## src/rtl/bi_tx_stage_if.sv

```systemverilog
// Handshake, coded-bus and statistics signals of the bus-invert transmit stage.
// The producer/link side uses master; the stage itself uses slave.
interface bi_tx_stage_if;
  logic        in_valid;
  logic        in_ready;
  logic [7:0]  in_data;
  logic        out_valid;
  logic        out_ready;
  logic [7:0]  bus_data;
  logic        bus_inv;
  logic        stat_clr;
  logic [15:0] raw_toggles;
  logic [15:0] coded_toggles;

  modport master (
    output in_valid, in_data, out_ready, stat_clr,
    input  in_ready, out_valid, bus_data, bus_inv, raw_toggles, coded_toggles
  );

  modport slave (
    input  in_valid, in_data, out_ready, stat_clr,
    output in_ready, out_valid, bus_data, bus_inv, raw_toggles, coded_toggles
  );
endinterface

```

## src/rtl/bi_tx_stage.sv

```systemverilog
// Bus-invert transmit stage: 2-entry FIFO feeding a registered, bus-invert coded
// output word, with saturating toggle statistics for raw and coded traffic.
module bi_tx_stage (
  input  logic          clk,
  input  logic          rst_n,
  bi_tx_stage_if.slave  bus
);

  typedef enum logic [0:0] {
    ST_IDLE  = 1'b0,
    ST_VALID = 1'b1
  } state_t;

  function automatic logic [3:0] popcount8(input logic [7:0] v);
    logic [3:0] c;
    c = 4'd0;
    for (int i = 0; i < 8; i++) begin
      c = c + {3'd0, v[i]};
    end
    return c;
  endfunction

  function automatic logic [15:0] sat_add16(input logic [15:0] a, input logic [4:0] b);
    logic [16:0] s;
    s = {1'b0, a} + {12'd0, b};
    if (s[16]) begin
      return 16'hFFFF;
    end else begin
      return s[15:0];
    end
  endfunction

  logic [7:0]  mem_r [2];
  logic        wr_ptr_r;
  logic        rd_ptr_r;
  logic [1:0]  count_r;
  state_t      state_r;
  state_t      state_nxt_s;
  logic [7:0]  bus_data_r;
  logic        bus_inv_r;
  logic [7:0]  prev_raw_r;
  logic [15:0] raw_r;
  logic [15:0] coded_r;

  logic        full_s;
  logic        empty_s;
  logic        push_s;
  logic        load_s;
  logic [7:0]  head_s;
  logic [7:0]  enc_data_s;
  logic        enc_inv_s;
  logic [3:0]  raw_inc_s;
  logic [4:0]  coded_inc_s;

  assign full_s  = (count_r == 2'd2);
  assign empty_s = (count_r == 2'd0);
  // A full FIFO refuses a word even when a pop happens in the same cycle.
  assign push_s  = bus.in_valid && !full_s;
  assign head_s  = mem_r[rd_ptr_r];

  assign bus.in_ready      = !full_s;
  assign bus.out_valid     = (state_r == ST_VALID);
  assign bus.bus_data      = bus_data_r;
  assign bus.bus_inv       = bus_inv_r;
  assign bus.raw_toggles   = raw_r;
  assign bus.coded_toggles = coded_r;

  // Output FSM next state and load decision.
  always_comb begin
    state_nxt_s = state_r;
    load_s      = 1'b0;
    case (state_r)
      ST_IDLE: begin
        if (!empty_s) begin
          load_s      = 1'b1;
          state_nxt_s = ST_VALID;
        end else begin
          state_nxt_s = ST_IDLE;
        end
      end
      ST_VALID: begin
        if (bus.out_ready && !empty_s) begin
          load_s      = 1'b1;
          state_nxt_s = ST_VALID;
        end else if (bus.out_ready) begin
          state_nxt_s = ST_IDLE;
        end else begin
          state_nxt_s = ST_VALID;
        end
      end
      default: begin
        load_s      = 1'b0;
        state_nxt_s = ST_IDLE;
      end
    endcase
  end

  // Bus-invert encoding of the FIFO head against the word currently on the bus.
  always_comb begin
    enc_data_s = head_s;
    enc_inv_s  = 1'b0;
    if (popcount8(head_s ^ bus_data_r) > 4'd4) begin
      enc_data_s = ~head_s;
      enc_inv_s  = 1'b1;
    end else begin
      enc_data_s = head_s;
      enc_inv_s  = 1'b0;
    end
    raw_inc_s   = popcount8(head_s ^ prev_raw_r);
    coded_inc_s = {1'b0, popcount8(enc_data_s ^ bus_data_r)} + {4'd0, enc_inv_s ^ bus_inv_r};
  end

  // FIFO storage and pointers.
  always_ff @(posedge clk or negedge rst_n) begin
    if (!rst_n) begin
      mem_r[0] <= 8'h00;
      mem_r[1] <= 8'h00;
      wr_ptr_r <= 1'b0;
      rd_ptr_r <= 1'b0;
      count_r  <= 2'd0;
    end else begin
      if (push_s) begin
        mem_r[wr_ptr_r] <= bus.in_data;
        wr_ptr_r        <= ~wr_ptr_r;
      end
      if (load_s) begin
        rd_ptr_r <= ~rd_ptr_r;
      end
      case ({push_s, load_s})
        2'b10:   count_r <= count_r + 2'd1;
        2'b01:   count_r <= count_r - 2'd1;
        default: count_r <= count_r;
      endcase
    end
  end

  // FSM state register.
  always_ff @(posedge clk or negedge rst_n) begin
    if (!rst_n) begin
      state_r <= ST_IDLE;
    end else begin
      state_r <= state_nxt_s;
    end
  end

  // Coded bus word; it is also the reference for the next encode, so it persists through IDLE.
  always_ff @(posedge clk or negedge rst_n) begin
    if (!rst_n) begin
      bus_data_r <= 8'h00;
      bus_inv_r  <= 1'b0;
      prev_raw_r <= 8'h00;
    end else if (load_s) begin
      bus_data_r <= enc_data_s;
      bus_inv_r  <= enc_inv_s;
      prev_raw_r <= head_s;
    end
  end

  // Saturating toggle statistics; a clear coinciding with a load keeps that load's increment.
  always_ff @(posedge clk or negedge rst_n) begin
    if (!rst_n) begin
      raw_r   <= 16'h0000;
      coded_r <= 16'h0000;
    end else if (bus.stat_clr) begin
      raw_r   <= load_s ? {12'd0, raw_inc_s} : 16'h0000;
      coded_r <= load_s ? {11'd0, coded_inc_s} : 16'h0000;
    end else if (load_s) begin
      raw_r   <= sat_add16(raw_r, {1'b0, raw_inc_s});
      coded_r <= sat_add16(coded_r, coded_inc_s);
    end
  end

endmodule

```

## src/flat_wrapper.sv

```systemverilog
// flat-port wrapper written by rule: the top's interface ports become plain ports
module bi_tx_stage_flat 
  (clk, rst_n, bus_in_valid, bus_in_data, bus_out_ready, bus_stat_clr, bus_in_ready, bus_out_valid, bus_bus_data, bus_bus_inv, bus_raw_toggles, bus_coded_toggles);
  bi_tx_stage_if bus_i ();
  input  logic clk;
  input  logic rst_n;
  input wire logic [$bits(bus_i.in_valid)-1:0] bus_in_valid;
  input wire logic [$bits(bus_i.in_data)-1:0] bus_in_data;
  input wire logic [$bits(bus_i.out_ready)-1:0] bus_out_ready;
  input wire logic [$bits(bus_i.stat_clr)-1:0] bus_stat_clr;
  output wire logic [$bits(bus_i.in_ready)-1:0] bus_in_ready;
  output wire logic [$bits(bus_i.out_valid)-1:0] bus_out_valid;
  output wire logic [$bits(bus_i.bus_data)-1:0] bus_bus_data;
  output wire logic [$bits(bus_i.bus_inv)-1:0] bus_bus_inv;
  output wire logic [$bits(bus_i.raw_toggles)-1:0] bus_raw_toggles;
  output wire logic [$bits(bus_i.coded_toggles)-1:0] bus_coded_toggles;
  assign bus_i.in_valid = bus_in_valid;
  assign bus_i.in_data = bus_in_data;
  assign bus_i.out_ready = bus_out_ready;
  assign bus_i.stat_clr = bus_stat_clr;
  assign bus_in_ready = bus_i.in_ready;
  assign bus_out_valid = bus_i.out_valid;
  assign bus_bus_data = bus_i.bus_data;
  assign bus_bus_inv = bus_i.bus_inv;
  assign bus_raw_toggles = bus_i.raw_toggles;
  assign bus_coded_toggles = bus_i.coded_toggles;
  bi_tx_stage u_core (.clk(clk), .rst_n(rst_n), .bus(bus_i));
endmodule
```

## config.mk

```make
export PLATFORM = sky130hd
export DESIGN_NAME = bi_tx_stage_flat
export DESIGN_NICKNAME = d
export VERILOG_FILES = /design/src/rtl/bi_tx_stage_if.sv /design/src/rtl/bi_tx_stage.sv /design/src/flat_wrapper.sv
export SDC_FILE = /design/constraint.sdc
export NUM_CORES = 1
export LEC_CHECK = 0
export CAP_MARGIN = 20
export CORE_MARGIN = 4
export CORE_UTILIZATION = 50
export CTS_BUF_LIST = sky130_fd_sc_hd__clkbuf_4 sky130_fd_sc_hd__clkbuf_8 sky130_fd_sc_hd__clkbuf_16
export DETAILED_ROUTE_END_ITERATION = 7
export GPL_ROUTABILITY_DRIVEN = 1
export PLACE_DENSITY = 0.76
export SLEW_MARGIN = 0
export SYNTH_ARGS = -nofsm -noshare
export SYNTH_HDL_FRONTEND = slang
export SYNTH_SLANG_ARGS = --single-unit
```

## constraint.sdc

```tcl
create_clock -name clk -period 17.1 [get_ports clk]
set_input_delay 3.42 -clock clk [delete_from_list [all_inputs] [get_ports clk]]
set_output_delay 3.42 -clock clk [all_outputs]
set_load 0.005 [all_outputs]
```

Word-level counts from Yosys, hierarchy flattened
Cells that the tools add are included.

$add $sub $neg: 26. $mul: 0. Divide/modulo/power cells: 0. $lt $le $gt $ge: 4. Equal/unequal tests: 3. Shifts and indexed selects: 0. Muxes and demuxes: 23. Bitwise logic cells: 10. Reductions and logical operators: 8.

Operator list (number): $mux 16 (6); $add 4x1->4 (18); $mux 8 (5); $xor 8x8->8 (3); $add 16x4->17 (1); $add 16x5->17 (1); $bwmux 16 (1); $demux 8 s1 (1); $not 8->8 (1); $add 1x1->2 (3); $add 4x1->5 (1); $mux 1 (5); $mux 5 (1); $eq 2x2->1 const B (2); $ge 2x2->1 const B (2); $gt 4x3->1 const B (1); $mux 4 (1); $not 1->2 (2); $pmux 1 s2 (2); $pmux 2 s2 (1); $reduce_bool 2->1 (2); $logic_and 1x1->1 (3); $not 1->1 (3); $add 2x1->2 const B (1); other kinds (6) (7).

Flip-flop bits (word level): 70. Latch bits: 0. RAM bits: 0. Bits in read-only memories: 0. Input port bits: 13. Logic and storage cells: 85. Memories kept: 0.

Depth between registers and ports, before layout
Gate-level depths: netlist (run 1).

Word-level depth: 27. Gate-level depth with buffers: 34.

Worst setup path after synthesis (run 1)
OpenSTA, ideal clock, no wires.

Kind: flip-flop to flip-flop. Start: register u_core.rd_ptr_r. End: register u_core.coded_r[11] (netlist: u_core.bus.coded_toggles[11]). Setup time: 0.099 ns. Data arrival time: 8.766 ns. Data required time: 17.001 ns. Path slack: 8.235 ns. Cell stages (with the launch flop): 33. Clock period less this slack: 8.865 ns. Path through: dfrtp_1 > buf_2 > mux2i_1 > xnor2_1 > ha_1 > fa_1 > inv_1 > fa_1 > inv_1 > fa_1 > fa_1 > nor2_1 > o21ai_0 > a21oi_1 > buf_2 > buf_2 > xnor2_1 > ha_1 > fa_1 > inv_1 > fa_1 > fa_1 > fa_1 > inv_1 > ha_1 > xor2_1 > xnor2_1 > ha_1 > and3_1 > a2111oi_2 > nor3b_1 > and3b_1 > a311oi_1.

Cells in the longest elaborated chain, start to end: 27. Elaborated cells between the ends (all ways): 30.

Ends and longest elaborated chain: from (decl) (RTL line bi_tx_stage.sv:35) `logic rd_ptr_r;`; from (signal assigned) (RTL line bi_tx_stage.sv:127) `rd_ptr_r <= ~rd_ptr_r;`; $not 1->2 (not written as such) * (RTL line bi_tx_stage.sv:59) `assign head_s = mem_r[rd_ptr_r];`; $mux 8 (not written as such) * (3 in a row) (RTL line bi_tx_stage.sv:59); $xor 8x8->8 (RTL line bi_tx_stage.sv:102) `if (popcount8(head_s ^ bus_data_r) > 4'd4) begin`; $add 1x1->2 (RTL line bi_tx_stage.sv:18) `c = c + {3'd0, v[i]};`; $add 4x1->4 (6 in a row) (RTL line bi_tx_stage.sv:18); $gt 4x3->1 (RTL line bi_tx_stage.sv:102); $mux 8 (RTL line bi_tx_stage.sv:102); $xor 8x8->8 (RTL line bi_tx_stage.sv:110) `coded_inc_s = {1'b0, popcount8(enc_data_s ^ bus_data_r)} + {4'd0, enc_inv_s ^ bus_inv_r};`; $add 1x1->2 (RTL line bi_tx_stage.sv:18); $add 4x1->4 (6 in a row) (RTL line bi_tx_stage.sv:18); $add 4x1->5 * (RTL line bi_tx_stage.sv:110); $add 16x5->17 * (RTL line bi_tx_stage.sv:25) `s = {1'b0, a} + {12'd0, b};`; $mux 16 * (RTL line bi_tx_stage.sv:26) `if (s[16]) begin`; $mux 16 * (RTL line bi_tx_stage.sv:167) `end else if (load_s) begin`; $mux 16 * (RTL line bi_tx_stage.sv:164) `end else if (bus.stat_clr) begin`; to (signal assigned) (RTL line bi_tx_stage.sv:166) `coded_r <= load_s ? {11'd0, coded_inc_s} : 16'h0000;`; to (signal assigned) (RTL line bi_tx_stage.sv:169) `coded_r <= sat_add16(coded_r, coded_inc_s);`; to (decl) (RTL line bi_tx_stage.sv:43) `logic [15:0] coded_r;`.

Every way passes the cells marked *; elsewhere a longest branch is shown, timed or not. The select of a mux whose other input is x is not followed. A chain may end at the register's enable or synchronous reset.

Final worst setup path (run 1)
Start: register u_core.rd_ptr_r. End: register u_core.coded_r[15] (netlist: u_core.bus.coded_toggles[15]).

Same word-level chain as after synthesis.

==> out/metrics.csv, run 1 <==
metric,value,unit
run_status,finished clean,
finalNetCount,527,
detail_route.iter0.violations,171,
syn2layout_area_growth,19.1,%
synthDominantCellAreaShare,0.400,
totalNegativeSetupSlack,0,ns
multiInputGateArea,0.00249,mm2
num_antenna_cells,0,
grt_pass1_wl,16.0,mm
max-slew-margin-rel,0.398,
path_max_fanout,13,
synth_cell_types,54,
floorplan.die_area,0.0103,mm2
synth_fa_ha_area_frac,0.124,
post-route-drc-count,0,
timing.critical_path.from,u_core.rd_ptr_r,
post_synth_xor_area_fraction,0.0881,
globalRouteTotalUtil,0.193,
dominant_combinational_cell_family_by_area_after_synthesis,simple AND/OR/NAND/NOR gates,
critical_path.reg2reg.startpoint,u_core.rd_ptr_r,
worst_skew_pair.late_latency,0.35,ns
worst-slew-pin-transition,0.904,ns
combined_buffer_and_inverter_count_along_the_critical_path,5,
gp_congestion,0.860,
viasPerCell,5.77,
yosysMostFrequentCell,sky130_fd_sc_hd__dfrtp_1,
netlist.top_cell.by_area,sky130_fd_sc_hd__dfrtp_1,
cts_setup_buffers,0,
synth-edff-count,0,
worstPathRequired,17.34,ns
worst-r2r-cell-count,30,
synth-seq-area-share,0.400,
synthesis.area_per_instance,10.3,um2
cts_resized,0,
rows,33,
detailed_place_hpwl,6.60,mm
grt_antenna_before_repair,0,
synth_top_cells_by_area,"sky130_fd_sc_hd__dfrtp_1 (40%), sky130_fd_sc_hd__xnor2_1 (7.0%), sky130_fd_sc_hd__fa_1 (6.4%)",
start_util,0.522,
num_vias,3396,
clock-root-buffer,sky130_fd_sc_hd__clkbuf_8,
cts_hold_repair.buffers,0,
first_global_vias,3443,
crit_path_start_kind,register,
reg2reg_slack,7.52,ns
dpl-instance-area,0.00502,mm2
async_s_r_ff_share_synth,1.00,
drv.max_cap_violation_count,0,
tritoncts,done,
placeableCoreArea,0.00838,mm2
final_cell_area,0.00521,mm2
rsz0062_at_grt,false,
final_min_period_over_clock_period,0.560,
critical_path_arrival,9.82,ns
cts_htree_levels,3,
timing_max_transition_violations_final,0,
critical_path_depth,30,
fin_util,0.622,
cts_buffers,9,
yosys-mux-area-fraction,0.0666,
post_route_cells_drive_above_1_share,0.0764,
netlist_top_cells_count,"sky130_fd_sc_hd__dfrtp_1 (70), sky130_fd_sc_hd__xnor2_1 (35), sky130_fd_sc_hd__nor2_1 (31), sky130_fd_sc_hd__nand2_1 (24), sky130_fd_sc_hd__ha_1 (21)",
grt_max_degree,71,
clk_transition_reported_paths,0.08,ns
die_x,102,um
total_of_warnings_raised_by_yosys,0,
largest_clock_skew_in_the_final_design,0.0145,ns
drt-pass1-iter-count,4,
cpMostUsedCell,sky130_fd_sc_hd__fa_1,
drtAntennaViolNets,0,
cp_slowest_cell,sky130_fd_sc_hd__dfrtp_1,
routed_wl,9.25,mm
drt-wirelength-per-cell,15.7,um
layout_min_cycle_time,9.58,ns
regToRegEndpoint,u_core.bus.coded_toggles[15],
hold_viol_final,0,
synth-compound-area-share,0.141,
num-fill-cells,692,
synth.cell_area,0.00438,mm2
fmax,104,MHz
critPathCapture,u_core.bus.coded_toggles[15],
number_of_sinks_on_the_clock_net,70,
total_area_of_sequential_cells,0.00175,mm2
synth_fp_nets,473,
worst_hold_path_type,register to register,
io_pins,56,
port_buffers,55,
global_route_congestion_overflow_total,0,
clk_path_buf_depth,2,
postSynthRegisterBits,70,
postSynthCellCount,425,
cp_top_family,adder cells,
synth_top_flop_cell,sky130_fd_sc_hd__dfrtp_1,
critical_path_class,register to register,
worst_path_largest_cell_delay,0.64,ns
synth_simple_gate_area_share,0.146,
die_h,102,um
setup_viol,0,
critPathCaptureType,register,
## registers in the layout, summed over array words and instances (netlist names)
name                      count
u_core.bus.bus_data           8
u_core.bus.bus_inv            1
u_core.bus.coded_toggles     16
u_core.bus.out_valid          1
u_core.bus.raw_toggles       16
u_core.count_r                2
u_core.mem_r                 16
u_core.prev_raw_r             8
u_core.rd_ptr_r               1
u_core.wr_ptr_r               1
## worst min-delay path by stage
stage	start	slack, ns	depth (start not counted)	to
final	u_core.mem_r[13]	0.49	1	u_core.mem_r[13]
after global routing	u_core.mem_r[10]	0.51	1	u_core.mem_r[10]
after CTS	u_core.mem_r[13]	0.50	1	u_core.mem_r[13]
after detailed placement	u_core.mem_r[13]	0.48	1	u_core.mem_r[13]
after global placement	u_core.mem_r[10]	0.47	1	u_core.mem_r[10]
after floorplan	u_core.mem_r[10]	0.46	1	u_core.mem_r[10]
## logic make-up (layout without fill, tap and decap cells)
logic type	after synthesis	in the layout
DFF	70	70
adders and majority gates	35	35
muxes	27	27
AOI/OAI and AO/OA	93	93
and+or+nand+nor	119	119
xor gates and xnor gates	44	44
buffers and inverters	37	96
## placed cells by master, fill, tap and decap left out, types with 3 or more instances in the layout
| master | instances |
|---|---|
| sky130_fd_sc_hd__nand2_1 | 24 |
| sky130_fd_sc_hd__mux2i_1 | 10 |
| sky130_fd_sc_hd__xor2_1 | 9 |
| sky130_fd_sc_hd__fa_1 | 14 |
| sky130_fd_sc_hd__clkdlybuf4s50_1 | 54 |
| sky130_fd_sc_hd__o21ai_1 | 15 |
| sky130_fd_sc_hd__o21a_1 | 4 |
| sky130_fd_sc_hd__nand2b_1 | 5 |
| sky130_fd_sc_hd__nor3_1 | 16 |
| sky130_fd_sc_hd__mux2_1 | 8 |
| sky130_fd_sc_hd__inv_1 | 20 |
| sky130_fd_sc_hd__buf_4 | 3 |
| sky130_fd_sc_hd__dfrtp_1 | 70 |
| sky130_fd_sc_hd__a211oi_1 | 7 |
| sky130_fd_sc_hd__mux2_2 | 9 |
| sky130_fd_sc_hd__nand4_1 | 4 |
| sky130_fd_sc_hd__a21oi_1 | 15 |
| sky130_fd_sc_hd__a311oi_1 | 7 |
| sky130_fd_sc_hd__nand3_1 | 8 |
| sky130_fd_sc_hd__clkbuf_8 | 9 |
| sky130_fd_sc_hd__xnor2_1 | 35 |
| sky130_fd_sc_hd__and3_1 | 6 |
| sky130_fd_sc_hd__a31oi_1 | 5 |
| sky130_fd_sc_hd__nor2b_1 | 5 |
| sky130_fd_sc_hd__and4_1 | 4 |
| sky130_fd_sc_hd__a21o_1 | 5 |
| sky130_fd_sc_hd__nor2_1 | 31 |
| sky130_fd_sc_hd__nor3b_1 | 4 |
| sky130_fd_sc_hd__o21ai_0 | 14 |
| sky130_fd_sc_hd__ha_1 | 21 |
## routing by layer
layer / part of all wire / vias to the layer above / global-route usage
met1: 0.44 / 1675 / 0.256
li1: - / 1632 / -
met3: 0.049 / 11 / 0.0399
met5: 0 / - / 0
met4: 0.013 / 0 / 0.0532
met2: 0.50 / 78 / 0.322
## worst register-to-register path, delay by kind of cell (launching register included)
family,cells,cell delay [ns]
fa+ha+maj,12,5.19
compound gates,4,1.22
simple gates,4,0.79
xor+xnor,4,0.66
flops,1,0.64
mux,1,0.51
buf+inv,5,0.47
## per-stage QoR
step           hold slack, ns  worst slack, ns  std cells
3_3_place_gp            0.467             7.59        572
6_report                0.490             7.52        589
5_1_grt                 0.509             6.97        589
3_5_place_dp            0.480             7.13        572
4_1_cts                 0.496             7.12        588
2_1_floorplan           0.457             8.23        425
## final cells by class
type,instances,share of cell area
inverter,21,0.0151
sequential,70,0.336
tap,105,0.0252
timing repair buffer,59,0.112
clock buffer,10,0.0252
multi-input combinational,318,0.478
clock inverter,6,0.00888
Power of run 1 is not shown: default switching activity piles up to over one toggle a cycle in this logic, so the estimate is an artifact.
==> inputs of run 2 (changes only) <==
- PLACE_DENSITY: 0.76 -> 0.79
- clock period: 17.1 -> 8.2 ns (I/O delays scaled with it)
==> run 2 against run 1 <==
Sequential share of layout area is 2.8 points lower. Wire length is 7.2% higher. First-iteration DRC count increased by 12%. Clock skew fell by 0.0039 ns. Count of clock-buffer cells in the layout unchanged. Worst hold slack better by 0.0041 ns. Global-route usage rose by 0.71 points. Flip-flop and latch count unchanged. Critical path depth decreased by 1. Utilization rose by 5.7 points. Critical path type unchanged. Highest routed layer unchanged.
==> out/metrics.csv, run 2 (same netlist as run 1, synthesis figures left out) <==
metric,value,unit,change
run_status,finished clean,,
grt_max_degree,71,,unchanged
num_antenna_cells,0,,unchanged
multiInputGateArea,0.00272,mm2,+9.5%
final_min_period_over_clock_period,0.996,,+0.436
crit_path_start_kind,register,,
global_route_congestion_overflow_total,0,,unchanged
clk_transition_reported_paths,0.08,ns,about the same
worstPathRequired,8.46,ns,-8.88 ns
num-fill-cells,605,,-13%
grt_pass1_wl,16.5,mm,+3.5%
critical_path_class,register to register,,
start_util,0.522,,unchanged
critical_path_arrival,8.44,ns,-1.38 ns
detailed_place_hpwl,6.79,mm,+3.0%
clock-root-buffer,sky130_fd_sc_hd__clkbuf_8,,
fin_util,0.679,,+0.0575
holdPathEnd,u_core.mem_r[15],,
post-route-drc-count,0,,unchanged
cts_htree_levels,3,,unchanged
finalNetCount,550,,+4.4%
io_pins,56,,unchanged
rsz0062_at_grt,true,,
port_buffers,55,,unchanged
globalRouteTotalUtil,0.200,,+0.00706
setup_viol,0,,unchanged
cpMostUsedCell,sky130_fd_sc_hd__fa_1,,
num_vias,3513,,+3.4%
max-slew-margin-rel,0.415,,+0.0176
cts_buffers,9,,unchanged
fmax,122,MHz,+17%
tritoncts,done,,
critical_path.reg2reg.startpoint,u_core.rd_ptr_r,,
placeableCoreArea,0.00838,mm2,unchanged
worst_path_largest_cell_delay,0.54,ns,-0.10 ns
layout_min_cycle_time,8.17,ns,-1.41 ns
drv.max_cap_violation_count,0,,unchanged
critPathCaptureType,register,,
worst_hold_path_type,register to register,,
path_max_fanout,7,,-6
hp-start,u_core.mem_r[15],,
reg2reg_slack,0.03,ns,-7.49 ns
routed_wl,9.92,mm,+7.2%
cts_hold_repair.buffers,0,,unchanged
detail_route.iter0.violations,191,,+12%
gp_congestion,0.844,,-1.9%
hold_viol_final,0,,unchanged
postLayoutSetupSlackWorst,0.0287,ns,-7.49 ns
holdWs,0.494,ns,+0.00407 ns
rows,33,,unchanged
timing_max_transition_violations_final,0,,unchanged
preCtsSetupSlack,-0.158,ns,-7.29 ns
worst-slew-pin-transition,0.877,ns,-0.0264 ns
drtAntennaViolNets,0,,unchanged
totalNegativeSetupSlack,0,ns,unchanged
worst_skew_pair.late_latency,0.35,ns,about the same
worst-r2r-cell-count,29,,-3.3%
layout.cells.most_common,sky130_fd_sc_hd__dfrtp_1,,
largest_clock_skew_in_the_final_design,0.0105,ns,-0.00394 ns
regToRegEndpoint,u_core.bus.coded_toggles[11],,
cp_slowest_cell,sky130_fd_sc_hd__fa_1,,
drt-wirelength-per-cell,16.2,um,+3.2%
worstHoldPathCells,1,,unchanged
total_area_of_sequential_cells,0.00175,mm2,about the same
viasPerCell,5.74,,-0.44%
grt_antenna_before_repair,0,,unchanged
floorplan.die_area,0.0103,mm2,unchanged
number_of_sinks_on_the_clock_net,70,,unchanged
commonest_cells_after_routing_fill_and_taps_aside,"sky130_fd_sc_hd__dfrtp_1 (69), sky130_fd_sc_hd__clkdlybuf4s50_1 (54), sky130_fd_sc_hd__xnor2_1 (33)",,
post_route_cells_drive_above_1_share,0.187,,+0.111
die_h,102,um,unchanged
die_x,102,um,unchanged
drt-pass1-iter-count,4,,unchanged
clk_path_buf_depth,2,,unchanged
first_global_vias,3460,,+0.49%
syn2layout_area_growth,30.1,%,
## run 2: metal layers
| layer | part of all wire | track usage |
|---|---|---|
| met5 | 0 | 0 |
| met4 | 0.011 | 0.0562 |
| met1 | 0.44 | 0.275 |
| met2 | 0.50 | 0.322 |
| met3 | 0.048 | 0.0427 |
## run 2: timing repair
| item | CTS | global route |
|---|---|---|
| gates cloned | 0 | 1 |
| setup buffers | 5 | 4 |
| setup endpoints to repair | 13 | 16 |
| pin swaps | 25 | 23 |
| gates resized for setup | 13 | 25 |
## run 2: worst max-delay path by stage
stage	startpoint	end	slack (ns)
after floorplan	u_core.rd_ptr_r	u_core.bus.coded_toggles[11]	0.02
after global placement	u_core.rd_ptr_r	u_core.bus.coded_toggles[12]	0.12
after detailed placement	u_core.rd_ptr_r	u_core.bus.coded_toggles[12]	-0.16
after CTS	u_core.rd_ptr_r	u_core.bus.coded_toggles[11]	-0.02
after global routing	u_core.rd_ptr_r	u_core.bus.coded_toggles[11]	-0.28
final	u_core.rd_ptr_r	u_core.bus.coded_toggles[11]	0.03
## run 2: area by class of cell
class | count | area share
clock inverters | 6 | 0.0204
multi-input cells | 319 | 0.478
repair buffers | 81 | 0.132
clock buffers | 10 | 0.0242
flip-flops and latches | 70 | 0.308
inverters | 21 | 0.0138
well taps | 105 | 0.0231
## run 2: worst max-delay path: cells and delay by family (launching register included)
kind,cells,cell delay (ns)
xor+xnor,4,0.65
mux,1,0.30
compound gates,4,0.88
flops,1,0.44
fa+ha+maj,12,4.82
simple gates,4,0.76
buf+inv,4,0.20
## run 2: metrics by stage
stage | cells | area, um2
2_1_floorplan | 425 | 4470
3_3_place_gp | 586 | 5190
3_5_place_dp | 586 | 5190
4_1_cts | 607 | 5540
5_1_grt | 612 | 5690
6_report | 612 | 5690
Power of run 2 is left out for the same reason.
